[config.mk]
export PLATFORM = sky130hd
export DESIGN_NAME = thiele_solver_arbiter
export DESIGN_NICKNAME = d
export VERILOG_FILES = /design/src/rtl/thiele_solver_arbiter.sv
export SDC_FILE = /design/constraint.sdc
export NUM_CORES = 1
export LEC_CHECK = 0
export ABC_CLOCK_PERIOD_IN_PS = 4600
export CAP_MARGIN = 10
export CORE_ASPECT_RATIO = 1.25
export CORE_MARGIN = 8
export CORE_UTILIZATION = 35
export DETAILED_ROUTE_END_ITERATION = 16
export PLACE_DENSITY = 0.6
export SKIP_LAST_GASP = 1
export SLEW_MARGIN = 20
export SYNTH_ARGS = -nofsm -noshare
export SYNTH_HDL_FRONTEND = slang
export SYNTH_SLANG_ARGS = --single-unit
[constraint.sdc]
create_clock -name clk -period 4.6 [get_ports clk]
set_clock_uncertainty 0.2 [all_clocks]
set_input_delay 0.69 -clock clk [delete_from_list [all_inputs] [get_ports clk]]
set_output_delay 0.69 -clock clk [all_outputs]
set_load 0.005 [all_outputs]
[src/rtl/thiele_solver_arbiter.sv]
// Round-robin arbiter that time-shares one thiele_graph_solver among several clients,
// drives the solver's start/done handshake, and guards each solve with a watchdog.
module thiele_solver_arbiter #(
    parameter int NUM_CLIENTS    = 4,
    parameter int NODES          = 9,
    parameter int TIMEOUT_CYCLES = 1024,
    parameter int STAT_W         = 16
) (
    input  logic                           clk,
    input  logic                           reset,
    input  logic [NUM_CLIENTS-1:0]         req,
    output logic [NUM_CLIENTS-1:0]         grant,
    output logic                           resp_valid,
    input  logic                           resp_ready,
    output logic [$clog2(NUM_CLIENTS)-1:0] resp_client,
    output logic                           resp_success,
    output logic                           resp_timeout,
    output logic [2*NODES-1:0]             resp_colouring,
    output logic [31:0]                    resp_mu_total,
    output logic                           solver_start,
    output logic                           solver_abort,
    input  logic                           solver_done,
    input  logic                           solver_success,
    input  logic [2*NODES-1:0]             solver_colouring,
    input  logic [31:0]                    solver_mu_total,
    output logic [STAT_W-1:0]              jobs_done,
    output logic [STAT_W-1:0]              jobs_timeout
);

    localparam int IDW = $clog2(NUM_CLIENTS);
    localparam int CW  = 2 * NODES;
    localparam int TW  = $clog2(TIMEOUT_CYCLES);
    localparam logic [TW-1:0]     TIMER_LAST = TW'(TIMEOUT_CYCLES - 1);
    localparam logic [IDW-1:0]    ID_LAST    = IDW'(NUM_CLIENTS - 1);
    localparam logic [STAT_W-1:0] STAT_MAX   = {STAT_W{1'b1}};

    typedef enum logic [2:0] {
        S_IDLE,
        S_RUN,
        S_ABORT,
        S_RELEASE,
        S_RESP
    } state_t;

    state_t                 state_q, state_d;
    logic [IDW-1:0]         ptr_q, ptr_d;
    logic [IDW-1:0]         cur_id_q, cur_id_d;
    logic [TW-1:0]          timer_q, timer_d;
    logic [NUM_CLIENTS-1:0] grant_q, grant_d;
    logic                   start_q, start_d;
    logic                   abort_q, abort_d;
    logic                   abort_cnt_q, abort_cnt_d;
    logic                   resp_valid_q, resp_valid_d;
    logic                   res_success_q, res_success_d;
    logic                   res_timeout_q, res_timeout_d;
    logic [CW-1:0]          res_col_q, res_col_d;
    logic [31:0]            res_mu_q, res_mu_d;
    logic [STAT_W-1:0]      jobs_done_q, jobs_done_d;
    logic [STAT_W-1:0]      jobs_timeout_q, jobs_timeout_d;

    logic                   found;
    logic [IDW-1:0]         winner;
    int                     idx;

    // Scan clients starting at the pointer, wrapping, and take the first requester.
    always_comb begin
        found  = 1'b0;
        winner = '0;
        idx    = 0;
        for (int i = 0; i < NUM_CLIENTS; i++) begin
            idx = int'(ptr_q) + i;
            if (idx >= NUM_CLIENTS) begin
                idx = idx - NUM_CLIENTS;
            end
            if (!found && req[idx]) begin
                found  = 1'b1;
                winner = IDW'(idx);
            end
        end
    end

    always_comb begin
        state_d        = state_q;
        ptr_d          = ptr_q;
        cur_id_d       = cur_id_q;
        timer_d        = timer_q;
        grant_d        = '0;
        start_d        = start_q;
        abort_d        = abort_q;
        abort_cnt_d    = abort_cnt_q;
        resp_valid_d   = resp_valid_q;
        res_success_d  = res_success_q;
        res_timeout_d  = res_timeout_q;
        res_col_d      = res_col_q;
        res_mu_d       = res_mu_q;
        jobs_done_d    = jobs_done_q;
        jobs_timeout_d = jobs_timeout_q;

        case (state_q)
            S_IDLE: begin
                if (found) begin
                    grant_d[winner] = 1'b1;
                    start_d         = 1'b1;
                    cur_id_d        = winner;
                    timer_d         = '0;
                    ptr_d           = (winner == ID_LAST) ? '0 : winner + 1'b1;
                    state_d         = S_RUN;
                end
            end
            S_RUN: begin
                timer_d = timer_q + 1'b1;
                // A done seen on the watchdog's last cycle still counts as a normal finish.
                if (solver_done) begin
                    start_d       = 1'b0;
                    res_success_d = solver_success;
                    res_timeout_d = 1'b0;
                    res_col_d     = solver_colouring;
                    res_mu_d      = solver_mu_total;
                    if (jobs_done_q != STAT_MAX) begin
                        jobs_done_d = jobs_done_q + 1'b1;
                    end
                    state_d = S_RELEASE;
                end else if (timer_q == TIMER_LAST) begin
                    start_d     = 1'b0;
                    abort_d     = 1'b1;
                    abort_cnt_d = 1'b0;
                    state_d     = S_ABORT;
                end
            end
            S_ABORT: begin
                if (!abort_cnt_q) begin
                    abort_cnt_d = 1'b1;
                end else begin
                    abort_d       = 1'b0;
                    res_success_d = 1'b0;
                    res_timeout_d = 1'b1;
                    res_col_d     = '0;
                    res_mu_d      = '0;
                    if (jobs_timeout_q != STAT_MAX) begin
                        jobs_timeout_d = jobs_timeout_q + 1'b1;
                    end
                    resp_valid_d = 1'b1;
                    state_d      = S_RESP;
                end
            end
            S_RELEASE: begin
                if (!solver_done) begin
                    resp_valid_d = 1'b1;
                    state_d      = S_RESP;
                end
            end
            S_RESP: begin
                if (resp_ready) begin
                    resp_valid_d = 1'b0;
                    state_d      = S_IDLE;
                end
            end
            default: begin
                state_d = S_IDLE;
            end
        endcase
    end

    always_ff @(posedge clk or posedge reset) begin
        if (reset) begin
            state_q        <= S_IDLE;
            ptr_q          <= '0;
            cur_id_q       <= '0;
            timer_q        <= '0;
            grant_q        <= '0;
            start_q        <= 1'b0;
            abort_q        <= 1'b0;
            abort_cnt_q    <= 1'b0;
            resp_valid_q   <= 1'b0;
            res_success_q  <= 1'b0;
            res_timeout_q  <= 1'b0;
            res_col_q      <= '0;
            res_mu_q       <= '0;
            jobs_done_q    <= '0;
            jobs_timeout_q <= '0;
        end else begin
            state_q        <= state_d;
            ptr_q          <= ptr_d;
            cur_id_q       <= cur_id_d;
            timer_q        <= timer_d;
            grant_q        <= grant_d;
            start_q        <= start_d;
            abort_q        <= abort_d;
            abort_cnt_q    <= abort_cnt_d;
            resp_valid_q   <= resp_valid_d;
            res_success_q  <= res_success_d;
            res_timeout_q  <= res_timeout_d;
            res_col_q      <= res_col_d;
            res_mu_q       <= res_mu_d;
            jobs_done_q    <= jobs_done_d;
            jobs_timeout_q <= jobs_timeout_d;
        end
    end

    assign grant          = grant_q;
    assign solver_start   = start_q;
    assign solver_abort   = abort_q;
    assign resp_valid     = resp_valid_q;
    assign resp_client    = cur_id_q;
    assign resp_success   = res_success_q;
    assign resp_timeout   = res_timeout_q;
    assign resp_colouring = res_col_q;
    assign resp_mu_total  = res_mu_q;
    assign jobs_done      = jobs_done_q;
    assign jobs_timeout   = jobs_timeout_q;

endmodule

==> impl_metrics.env, run 1 <==
export IMPL_clock_path_buffers=2
export IMPL_utilization=0.515
export IMPL_setup_ws_ps=1780
export IMPL_tightest_slew_ps=850
export IMPL_synth_edff_count=0
export IMPL_worstSetupPathType="input pin to flip-flop"
export IMPL_clk_latency_ps=340
export IMPL_grt_ovfl_total=0
export IMPL_post_place_ws_ps=1390
export IMPL_clock_root_buffer="clkbuf_16"
export IMPL_dp_hpwl_mm=9.46
export IMPL_seq_area_mm2=0.00273
export IMPL_max_slew_margin=0.433
export IMPL_gp_routability_congestion=0.782
export IMPL_area_growth_pct=44.0
export IMPL_cts_resized_gates=0
export IMPL_nets=626
export IMPL_track_usage=0.149
export IMPL_synth_ff_type="dfrtp_1"
export IMPL_core_mm2=0.0132
export IMPL_die_w_um=120
export IMPL_synthDistinctLibCells=56
export IMPL_worstSetupEndpointType="flip-flop"
export IMPL_ys_seq_area_frac=0.576
export IMPL_dr_total_vias=3838
export IMPL_grt_pass1_vias=3867
export IMPL_multi_input_area_mm2=0.00190
export IMPL_synthesis_area_mm2=0.00473
export IMPL_dpl_cell_count=719
export IMPL_grt_busiest_layer="met2"
export IMPL_synthesis_nets=478
export IMPL_reg2reg_depth=5
export IMPL_fp_dieH_um=146
export IMPL_postRouteAntennaNets=0
export IMPL_met1_usage=0.170
export IMPL_clock_sinks=109
export IMPL_htreeDepth=3
export IMPL_rows=47
export IMPL_cts_tree="built"
export IMPL_vdd_drop_max_mv=0.279
export IMPL_instances_no_fill=736
export IMPL_wl_mm=13.0
export IMPL_fin_crit_ps=2820
export IMPL_dr_pass1_iters=6
export IMPL_cp_slowest_cell="clkdlybuf4s50_1"
export IMPL_synth_top_area_cell="dfrtp_1"
export IMPL_start_kind="input pin"
export IMPL_dieArea_mm2=0.0175
export IMPL_post_route_drc_count=0
export IMPL_crit_family="buffers and inverters"
export IMPL_max_cap_viol_count=0
export IMPL_rsz0062_at_grt="no"
export IMPL_path_cells="clkdlybuf4s50_1 > nor4bb_4 > buf_4 > nand3_1 > nor4_1 > xor2_1"
export IMPL_synth_commonest_cells="dfrtp_1 (109), a22o_1 (52), nand2_1 (26), a21oi_1 (21), nand3_1 (18)"
export IMPL_crit_cells=6
export IMPL_cts_hold_buffers=0
export IMPL_vias_per_cell=5.21
export IMPL_async_reset_ff_frac=1.00
export IMPL_grt_max_degree=69
export IMPL_yosys_warnings=0
export IMPL_path_max_fanout=58
export IMPL_use_met3=0.0390
export IMPL_fill_cells=1192
export IMPL_avgSynthCellArea_um2=11.5
export IMPL_synth_cells=412
export IMPL_critPathBufInv=2
export IMPL_drt_iter0_drc=157
export IMPL_hold_viol_final=0
export IMPL_hold_path_depth=1
export IMPL_yosys_top_cells_area="dfrtp_1 (58%), a22o_1 (9.6%), xor2_1 (2.4%)"
export IMPL_finalSetupViolCount=0
export IMPL_wl_per_cell_um=17.6
export IMPL_yosysMostFrequentCell="dfrtp_1"
export IMPL_p_leak_uw=0.00300
export IMPL_met2_usage=0.264
export IMPL_setup_tns_ps=0
export IMPL_drv_slew=0
export IMPL_worstPathRequired_ps=4660
export IMPL_cp_slowest_stage_delay_ps=610
export IMPL_path_clk_slew_ps=70
export IMPL_diodes=0
export IMPL_synth_top_cell_area_share=0.576
export IMPL_fmax_mhz=355
export IMPL_run_status="complete, no violations"
export IMPL_io_pins=152
export IMPL_grt_pass1_wl_mm=21.1
export IMPL_hold_path_class="flip-flop to flip-flop"
export IMPL_start_util=0.358
export IMPL_ys_seq_elements=109
export IMPL_antenna_found_initial=0
export IMPL_post_cts_setup_buffers=0
export IMPL_final_period_utilization=0.613
export IMPL_drive_gt1_frac=0.0566
export IMPL_cts_inserted_buffers=9
export IMPL_cp_arrival_ps=2880
export IMPL_power_density_mw_per_mm2=574
export IMPL_numPortBuffers=151
## layout make-up
cell class,instances,area share
Inverter,12,0.00697
Timing Repair Buffer,155,0.229
Sequential cell,109,0.400
Multi-Input combinational cell,273,0.278
Tap cell,171,0.0314
Clock inverter,7,0.0215
Clock buffer,9,0.0330
## registers in the layout, summed over array words and instances (netlist names)
| register | count |
|---|---|
| jobs_timeout | 16 |
| timer_q | 10 |
| resp_timeout | 1 |
| resp_client | 2 |
| grant | 4 |
| jobs_done | 16 |
| solver_abort | 1 |
| ptr_q | 2 |
| resp_success | 1 |
| solver_start | 1 |
| resp_mu_total | 32 |
| abort_cnt_q | 1 |
| resp_valid | 1 |
| state_q | 3 |
| resp_colouring | 18 |
## placed cells by master (no fill, tap or decap), types with 2 or more instances in the layout
cell type / n
and3_1: 12
buf_4: 3
nor3b_1: 3
a22o_1: 52
clkinvlp_4: 2
o21ai_1: 9
inv_1: 11
bufinv_16: 4
xor2_1: 13
nor4_2: 2
nor3_1: 5
nand4_1: 9
and2_1: 9
nor2_1: 16
nor3b_2: 2
mux2_1: 5
a211oi_1: 2
nor3_2: 2
ha_1: 7
nand2b_1: 3
nor4_1: 5
a31oi_1: 4
clkbuf_16: 9
o22ai_1: 3
a21o_1: 3
o31ai_1: 4
nand2_1: 26
and4_1: 2
nand3_1: 18
xnor2_1: 4
clkdlybuf4s50_1: 151
a21oi_1: 21
nor2b_1: 2
o21ai_0: 8
dfrtp_1: 109
## cells by family (layout without fill, tap and decap cells)
group / Yosys count / after routing / share of synthesized area
flip-flops: 109 / 109 / 0.576
AND/OR/NAND/NOR: 125 / 125 / 0.150
buffers and inverters: 30 / 183 / 0.0275
multiplexers: 6 / 6 / 0.0140
adder cells (fa/ha/maj): 7 / 7 / 0.0185
XOR/XNOR: 17 / 17 / 0.0315
AO/OA/AOI/OAI: 118 / 118 / 0.182
## worst reg2reg max path, delay by kind of cell (launching register included)
kind	cells	cell delay, ps
XOR/XNOR	1	180
buffers and inverters	1	570
flip-flops	1	550
AND/OR/NAND/NOR	3	930
## per-layer routing
| metal | wire, um | part of all wire |
|---|---|---|
| met5 | 0 | 0 |
| met4 | 250 | 0.019 |
| met3 | 732 | 0.056 |
| met2 | 6740 | 0.52 |
| met1 | 5260 | 0.41 |
## where the power goes
| group | switching (uW) | internal, uW |
|---|---|---|
| logic | 597 | 848 |
| registers | 255 | 1260 |
| clock network | 361 | 591 |
## per-stage QoR
step           area (um2)  hold slack, ps  total power (uW)
2_1_floorplan        4730             245              2170
3_3_place_gp         6420             263              2940
3_5_place_dp         6420             276              2970
4_1_cts              6790             292              3950
5_1_grt              6820             319              4170
6_report             6820             284              3920
## worst paths after layout
kind | endpoint | startpoint | slack, ps
max | jobs_done[12]$_DFFE_PP0P_ | solver_done | 1780
min in group asynchronous | resp_colouring[14]$_DFFE_PP0P_ | reset | 660
min | timer_q[9]$_DFFE_PP0P_ | timer_q[9]$_DFFE_PP0P_ | 280
min reg2reg | timer_q[9]$_DFFE_PP0P_ | timer_q[9]$_DFFE_PP0P_ | 280
max in group asynchronous | solver_abort$_DFFE_PP0P_ | reset | 2710
max reg2reg | jobs_done[12]$_DFFE_PP0P_ | state_q[0]$_DFFE_PP0P_ | 2090
Note: power is estimated with default switching activity, not from simulation.
==> inputs of run 2 (changes only) <==
ABC_CLOCK_PERIOD_IN_PS = 2600   (was 4600)
clock period = 2.6 ns   (was 4.6 ns; I/O delays follow)
==> run 2 against run 1 <==
Non-clock buffer count rose by 9. Routed wire length rose by 0.39%. Combinational power rose by 81%. Sequential power rose by 76%. Critical path type is now flip-flop to flip-flop. Highest routed layer unchanged. Largest cell class unchanged. Global-route usage rose by 0.21 points. Final cell count rose by 1.2%.
==> impl_metrics.env, run 2 (same netlist as run 1, synthesis figures left out) <==
export IMPL_fill_cells=1235
export IMPL_cts_resized_gates=0
export IMPL_antenna_found_initial=0
export IMPL_drt_iter0_drc=249
export IMPL_setup_tns_ps=0
export IMPL_cp_slowest_cell="or3_1"
export IMPL_die_w_um=120
export IMPL_final_period_utilization=0.828
export IMPL_start_kind="flip-flop"
export IMPL_nets=635
export IMPL_path_cells="ha_1 > nand3_1 > or3_1 > a2111oi_0 > o32ai_1"
export IMPL_drive_gt1_frac=0.0679
export IMPL_fmax_mhz=465
export IMPL_max_cap_viol_count=0
export IMPL_wl_per_cell_um=17.5
export IMPL_cts_tree="built"
export IMPL_cp_slowest_stage_delay_ps=450
export IMPL_worstPathRequired_ps=2600
export IMPL_diodes=0
export IMPL_clk_latency_ps=340
export IMPL_startpoint="timer_q[0]$_DFFE_PP0P_"
export IMPL_wl_mm=13.0
export IMPL_clock_root_buffer="clkbuf_16"
export IMPL_postRouteAntennaNets=0
export IMPL_track_usage=0.151
export IMPL_htreeDepth=3
export IMPL_max_slew_margin=0.632
export IMPL_io_pins=152
export IMPL_gp_routability_congestion=0.787
export IMPL_dp_hpwl_mm=9.89
export IMPL_dr_total_vias=3880
export IMPL_finalSetupViolCount=0
export IMPL_fin_crit_ps=2150
export IMPL_mostFrequentLayoutCells="clkdlybuf4s50_1 (151), dfrtp_1 (109), a22o_1 (52)"
export IMPL_grt_pass1_wl_mm=21.5
export IMPL_largest_reg_flops=32
export IMPL_core_mm2=0.0132
export IMPL_run_status="complete, no violations"
export IMPL_vdd_drop_max_mv=0.468
export IMPL_numPortBuffers=151
export IMPL_hold_path_class="input pin to asynchronous set/reset pin"
export IMPL_path_max_fanout=5
export IMPL_final_common_cell="clkdlybuf4s50_1"
export IMPL_post_route_drc_count=0
export IMPL_p_leak_uw=0.00302
export IMPL_worstReg2RegStart="timer_q[0]$_DFFE_PP0P_"
export IMPL_cts_hold_buffers=0
export IMPL_clock_path_buffers=2
export IMPL_worstSetupPathType="flip-flop to flip-flop"
export IMPL_hold_viol_final=0
export IMPL_rows=47
export IMPL_fp_dieH_um=146
export IMPL_tightest_slew_ps=549
export IMPL_drv_slew=0
export IMPL_dr_pass1_iters=4
export IMPL_area_growth_pct=44.5
export IMPL_start_util=0.358
export IMPL_grt_ovfl_total=0
export IMPL_rsz0062_at_grt="no"
export IMPL_clock_sinks=109
export IMPL_path_clk_slew_ps=70
export IMPL_grt_pass1_vias=4074
export IMPL_worstSetupEndpointType="flip-flop"
export IMPL_vias_per_cell=5.21
export IMPL_post_cts_setup_buffers=0
export IMPL_dieArea_mm2=0.0175
export IMPL_p_total_uw=6660
export IMPL_grt_max_degree=48
export IMPL_cp_arrival_ps=2150
export IMPL_power_density_mw_per_mm2=974
export IMPL_cts_inserted_buffers=9
-- run 2: cell count changes in the layout (fill, tap and decap cells not counted), sizes merged --
cell,change
clkbuf,+3
bufinv,-3
inv,-2
buf,+9
clkinv,+2
-- run 2: area by class of cell --
cell class / count / area [um2] / area share
Multi-Input combinational cell: 273 / 1900 / 0.277
Sequential cell: 109 / 2730 / 0.399
Tap cell: 171 / 214 / 0.0313
Clock buffer: 12 / 246 / 0.0360
Timing Repair Buffer: 164 / 1660 / 0.243
Inverter: 12 / 48.8 / 0.00714
Clock inverter: 4 / 47.5 / 0.00695
-- run 2: through the flow --
| stage | instance area (um2) | instances | util | hold WS (ps) | setup slack, ps |
|---|---|---|---|---|---|
| floorplan | 4740 | 412 | - | 245 | 671 |
| global placement | 6550 | 729 | 0.495 | 265 | 165 |
| detailed placement | 6550 | 729 | 0.495 | 269 | 119 |
| CTS | 6840 | 745 | 0.517 | 272 | 452 |
| global route | 6840 | 745 | 0.517 | 296 | 256 |
| finish | 6840 | 745 | 0.517 | 259 | 448 |
-- run 2: where the power goes --
group,internal (uW),switching [uW],total [uW]
sequential,2240,445,2680
clock,771,594,1370
combinational,1550,1070,2610
total,4550,2110,6660
-- run 2: final timing paths --
| check | cells past startpoint | endpoint | slack, ps |
|---|---|---|---|
| min reg2reg | 1 | timer_q[9]$_DFFE_PP0P_ | 280 |
| min | 2 | resp_mu_total[0]$_DFFE_PP0P_ | 260 |
| max | 5 | solver_abort$_DFFE_PP0P_ | 450 |
| min in group clk | 1 | timer_q[9]$_DFFE_PP0P_ | 280 |
| max reg2reg | 5 | solver_abort$_DFFE_PP0P_ | 450 |
| max in group asynchronous | 3 | jobs_timeout[1]$_DFFE_PP0P_ | 1390 |
-- run 2: worst max-delay path, delay by kind of cell (launching register included) --
| family | cells | cell delay, ps |
|---|---|---|
| AO/OA/AOI/OAI | 2 | 580 |
| flip-flops | 1 | 410 |
| AND/OR/NAND/NOR | 2 | 590 |
| adder cells (fa/ha/maj) | 1 | 230 |
-- run 2: routing by layer --
metal / part of all wire / track usage / vias up
met1: 0.38 / 0.169 / 1897
met5: 0 / 0 / -
li1: - / - / 1840
met4: 0.023 / 0.0620 / 0
met2: 0.53 / 0.269 / 124
met3: 0.064 / 0.0359 / 19
==> inputs of run 3 (changes only) <==
ABC_CLOCK_PERIOD_IN_PS = 2200   (was 2600)
clock period = 2.2 ns   (was 2.6 ns; I/O delays follow)
==> run 3 against run 2 <==
Utilization increased by 1.2 points. Final cell count increased by 1.9%. Die area unchanged. Register-to-register slack got worse by 280 ps. Sequential share of layout area decreased by 0.89 points. Via count increased by 1.1%. Routed wire length increased by 0.94%. Clock power increased by 31%.
==> impl_metrics.env, run 3 (same netlist as run 1, synthesis figures left out) <==
export IMPL_vdd_drop_max_mv=0.561
export IMPL_final_common_cell="clkdlybuf4s50_1"
export IMPL_start_kind="flip-flop"
export IMPL_clock_root_buffer="clkbuf_16"
export IMPL_nets=649
export IMPL_track_usage=0.149
export IMPL_die_w_um=120
export IMPL_cp_slowest_stage_delay_ps=410
export IMPL_holdWs_ps=245
export IMPL_rows=47
export IMPL_grt_pass1_vias=4015
export IMPL_cp_arrival_ps=2030
export IMPL_postRouteAntennaNets=0
export IMPL_clk_latency_ps=340
export IMPL_core_mm2=0.0132
export IMPL_cts_hold_buffers=0
export IMPL_wl_per_cell_um=17.3
export IMPL_hold_viol_final=0
export IMPL_fp_dieH_um=146
export IMPL_path_clk_slew_ps=70
export IMPL_power_density_mw_per_mm2=1180
export IMPL_reg2reg_depth=5
export IMPL_fill_cells=1207
export IMPL_rr_endpoint="solver_abort$_DFFE_PP0P_"
export IMPL_worstReg2RegStart="timer_q[0]$_DFFE_PP0P_"
export IMPL_clkPwrFrac=0.217
export IMPL_worstPathRequired_ps=2200
export IMPL_mostFrequentLayoutCells="clkdlybuf4s50_1 (151), dfrtp_1 (109), a22o_1 (52)"
export IMPL_htreeDepth=3
export IMPL_r2r_slack_ps=170
export IMPL_post_route_drc_count=0
export IMPL_gp_routability_congestion=0.793
export IMPL_p_total_uw=8220
export IMPL_worstSetupPathType="flip-flop to flip-flop"
export IMPL_area_growth_pct=47.8
export IMPL_post_place_ws_ps=-152
export IMPL_start_util=0.358
export IMPL_grt_pass1_wl_mm=21.2
export IMPL_vias_per_cell=5.17
export IMPL_cts_inserted_buffers=9
export IMPL_finalSetupViolCount=0
export IMPL_p_leak_uw=0.00311
export IMPL_clock_path_buffers=2
export IMPL_path_max_fanout=5
export IMPL_fmax_mhz=493
export IMPL_dr_pass1_iters=4
export IMPL_dieArea_mm2=0.0175
export IMPL_antenna_found_initial=0
export IMPL_startpoint="timer_q[0]$_DFFE_PP0P_"
export IMPL_dp_hpwl_mm=9.66
export IMPL_cp_slowest_cell="or3_1"
export IMPL_power_switching_uw=2560
export IMPL_place_area_mm2=0.00666
export IMPL_drv_slew=0
export IMPL_dr_total_vias=3924
export IMPL_cts_tree="built"
export IMPL_rsz0062_at_grt="no"
export IMPL_worstSetupEndpointType="flip-flop"
export IMPL_pwr_share_comb=0.403
export IMPL_seq_area_mm2=0.00273
export IMPL_numPortBuffers=151
export IMPL_run_status="complete, no violations"
export IMPL_fin_area_mm2=0.00700
export IMPL_grt_max_degree=67
export IMPL_grt_ovfl_total=0
export IMPL_max_cap_viol_count=0
export IMPL_drt_iter0_drc=187
export IMPL_multi_input_area_mm2=0.00190
export IMPL_io_pins=152
export IMPL_tightest_slew_ps=578
export IMPL_setup_ws_ps=172
export IMPL_power_frac_seq=0.379
export IMPL_fin_crit_ps=2030
export IMPL_clock_sinks=109
export IMPL_diodes=0
export IMPL_largest_reg_flops=32
export IMPL_endpoint="solver_abort$_DFFE_PP0P_"
export IMPL_hold_path_class="input pin to asynchronous set/reset pin"
export IMPL_p_sw_frac=0.312
export IMPL_wl_mm=13.2
export IMPL_internal_power_uw=5650
export IMPL_drive_gt1_frac=0.0952
export IMPL_final_period_utilization=0.922
export IMPL_path_cells="ha_1 > nand3_1 > or3_1 > a2111oi_0 > o32ai_1"
export IMPL_max_slew_margin=0.613
## run 3: cell types whose count changed in the layout (fill, tap and decap cells not counted), sizes merged
cell,before,now
buf,13,27
bufinv,1,2
clkbuf,12,10
clkinvlp,2,1
inv,11,13
## run 3: worst min path at each step
| stage | start | endpoint | depth (start not counted) |
|---|---|---|---|
| 2_1_floorplan | resp_ready | state_q[2]$_DFFE_PP0P_ | 1 |
| 3_3_place_gp | timer_q[9]$_DFFE_PP0P_ | timer_q[9]$_DFFE_PP0P_ | 1 |
| 3_5_place_dp | resp_valid$_DFFE_PP0P_ | resp_valid$_DFFE_PP0P_ | 2 |
| 4_1_cts | reset | resp_colouring[4]$_DFFE_PP0P_ | 3 |
| 5_1_grt | reset | jobs_done[1]$_DFFE_PP0P_ | 3 |
| 6_report | reset | jobs_done[1]$_DFFE_PP0P_ | 3 |
## run 3: repair_timing
| item | CTS | global route |
|---|---|---|
| buffers inserted | 0 | 0 |
| resized for setup | 0 | 1 |
| setup endpoints to repair | 0 | 2 |
## run 3: critical path: cells and delay by family, from the launching register on
| kind | cells | cell delay, ps |
|---|---|---|
| AOI/OAI and AO/OA | 2 | 530 |
| adders and majority gates | 1 | 230 |
| DFF | 1 | 400 |
| and+or+nand+nor | 2 | 540 |
## run 3: stage by stage
stage / TNS [ps] / cells / utilization
floorplan: 0 / 412 / -
global route: 0 / 759 / 0.529
detailed placement: -555 / 743 / 0.504
global placement: -400 / 743 / 0.504
CTS: 0 / 759 / 0.529
finish: 0 / 759 / 0.529
## run 3: final cells by class
class	instances	share of cell area
tap	171	0.0306
clock buffer	10	0.0342
timing repair buffer	178	0.254
multi-input combinational	273	0.271
clock inverter	6	0.0134
sequential	109	0.390
inverter	12	0.00698
## run 3: power by group through the flow
stage | Sequential [uW] | Combinational [uW] | Clock (uW)
finish | 3120 | 3320 | 1790
detailed placement | 3140 | 3370 | 0
floorplan | 3110 | 1420 | 0
global route | 3220 | 3640 | 1930
global placement | 3130 | 3310 | 0
CTS | 3120 | 3390 | 1850
## run 3: per-layer routing
metal | share of wire | vias to the layer above | GRT usage
li1 | - | 1875 | -
met1 | 0.40 | 1926 | 0.173
met2 | 0.53 | 115 | 0.265
met3 | 0.061 | 8 | 0.0370
met4 | 0.0081 | 0 | 0.0420
met5 | 0 | - | 0
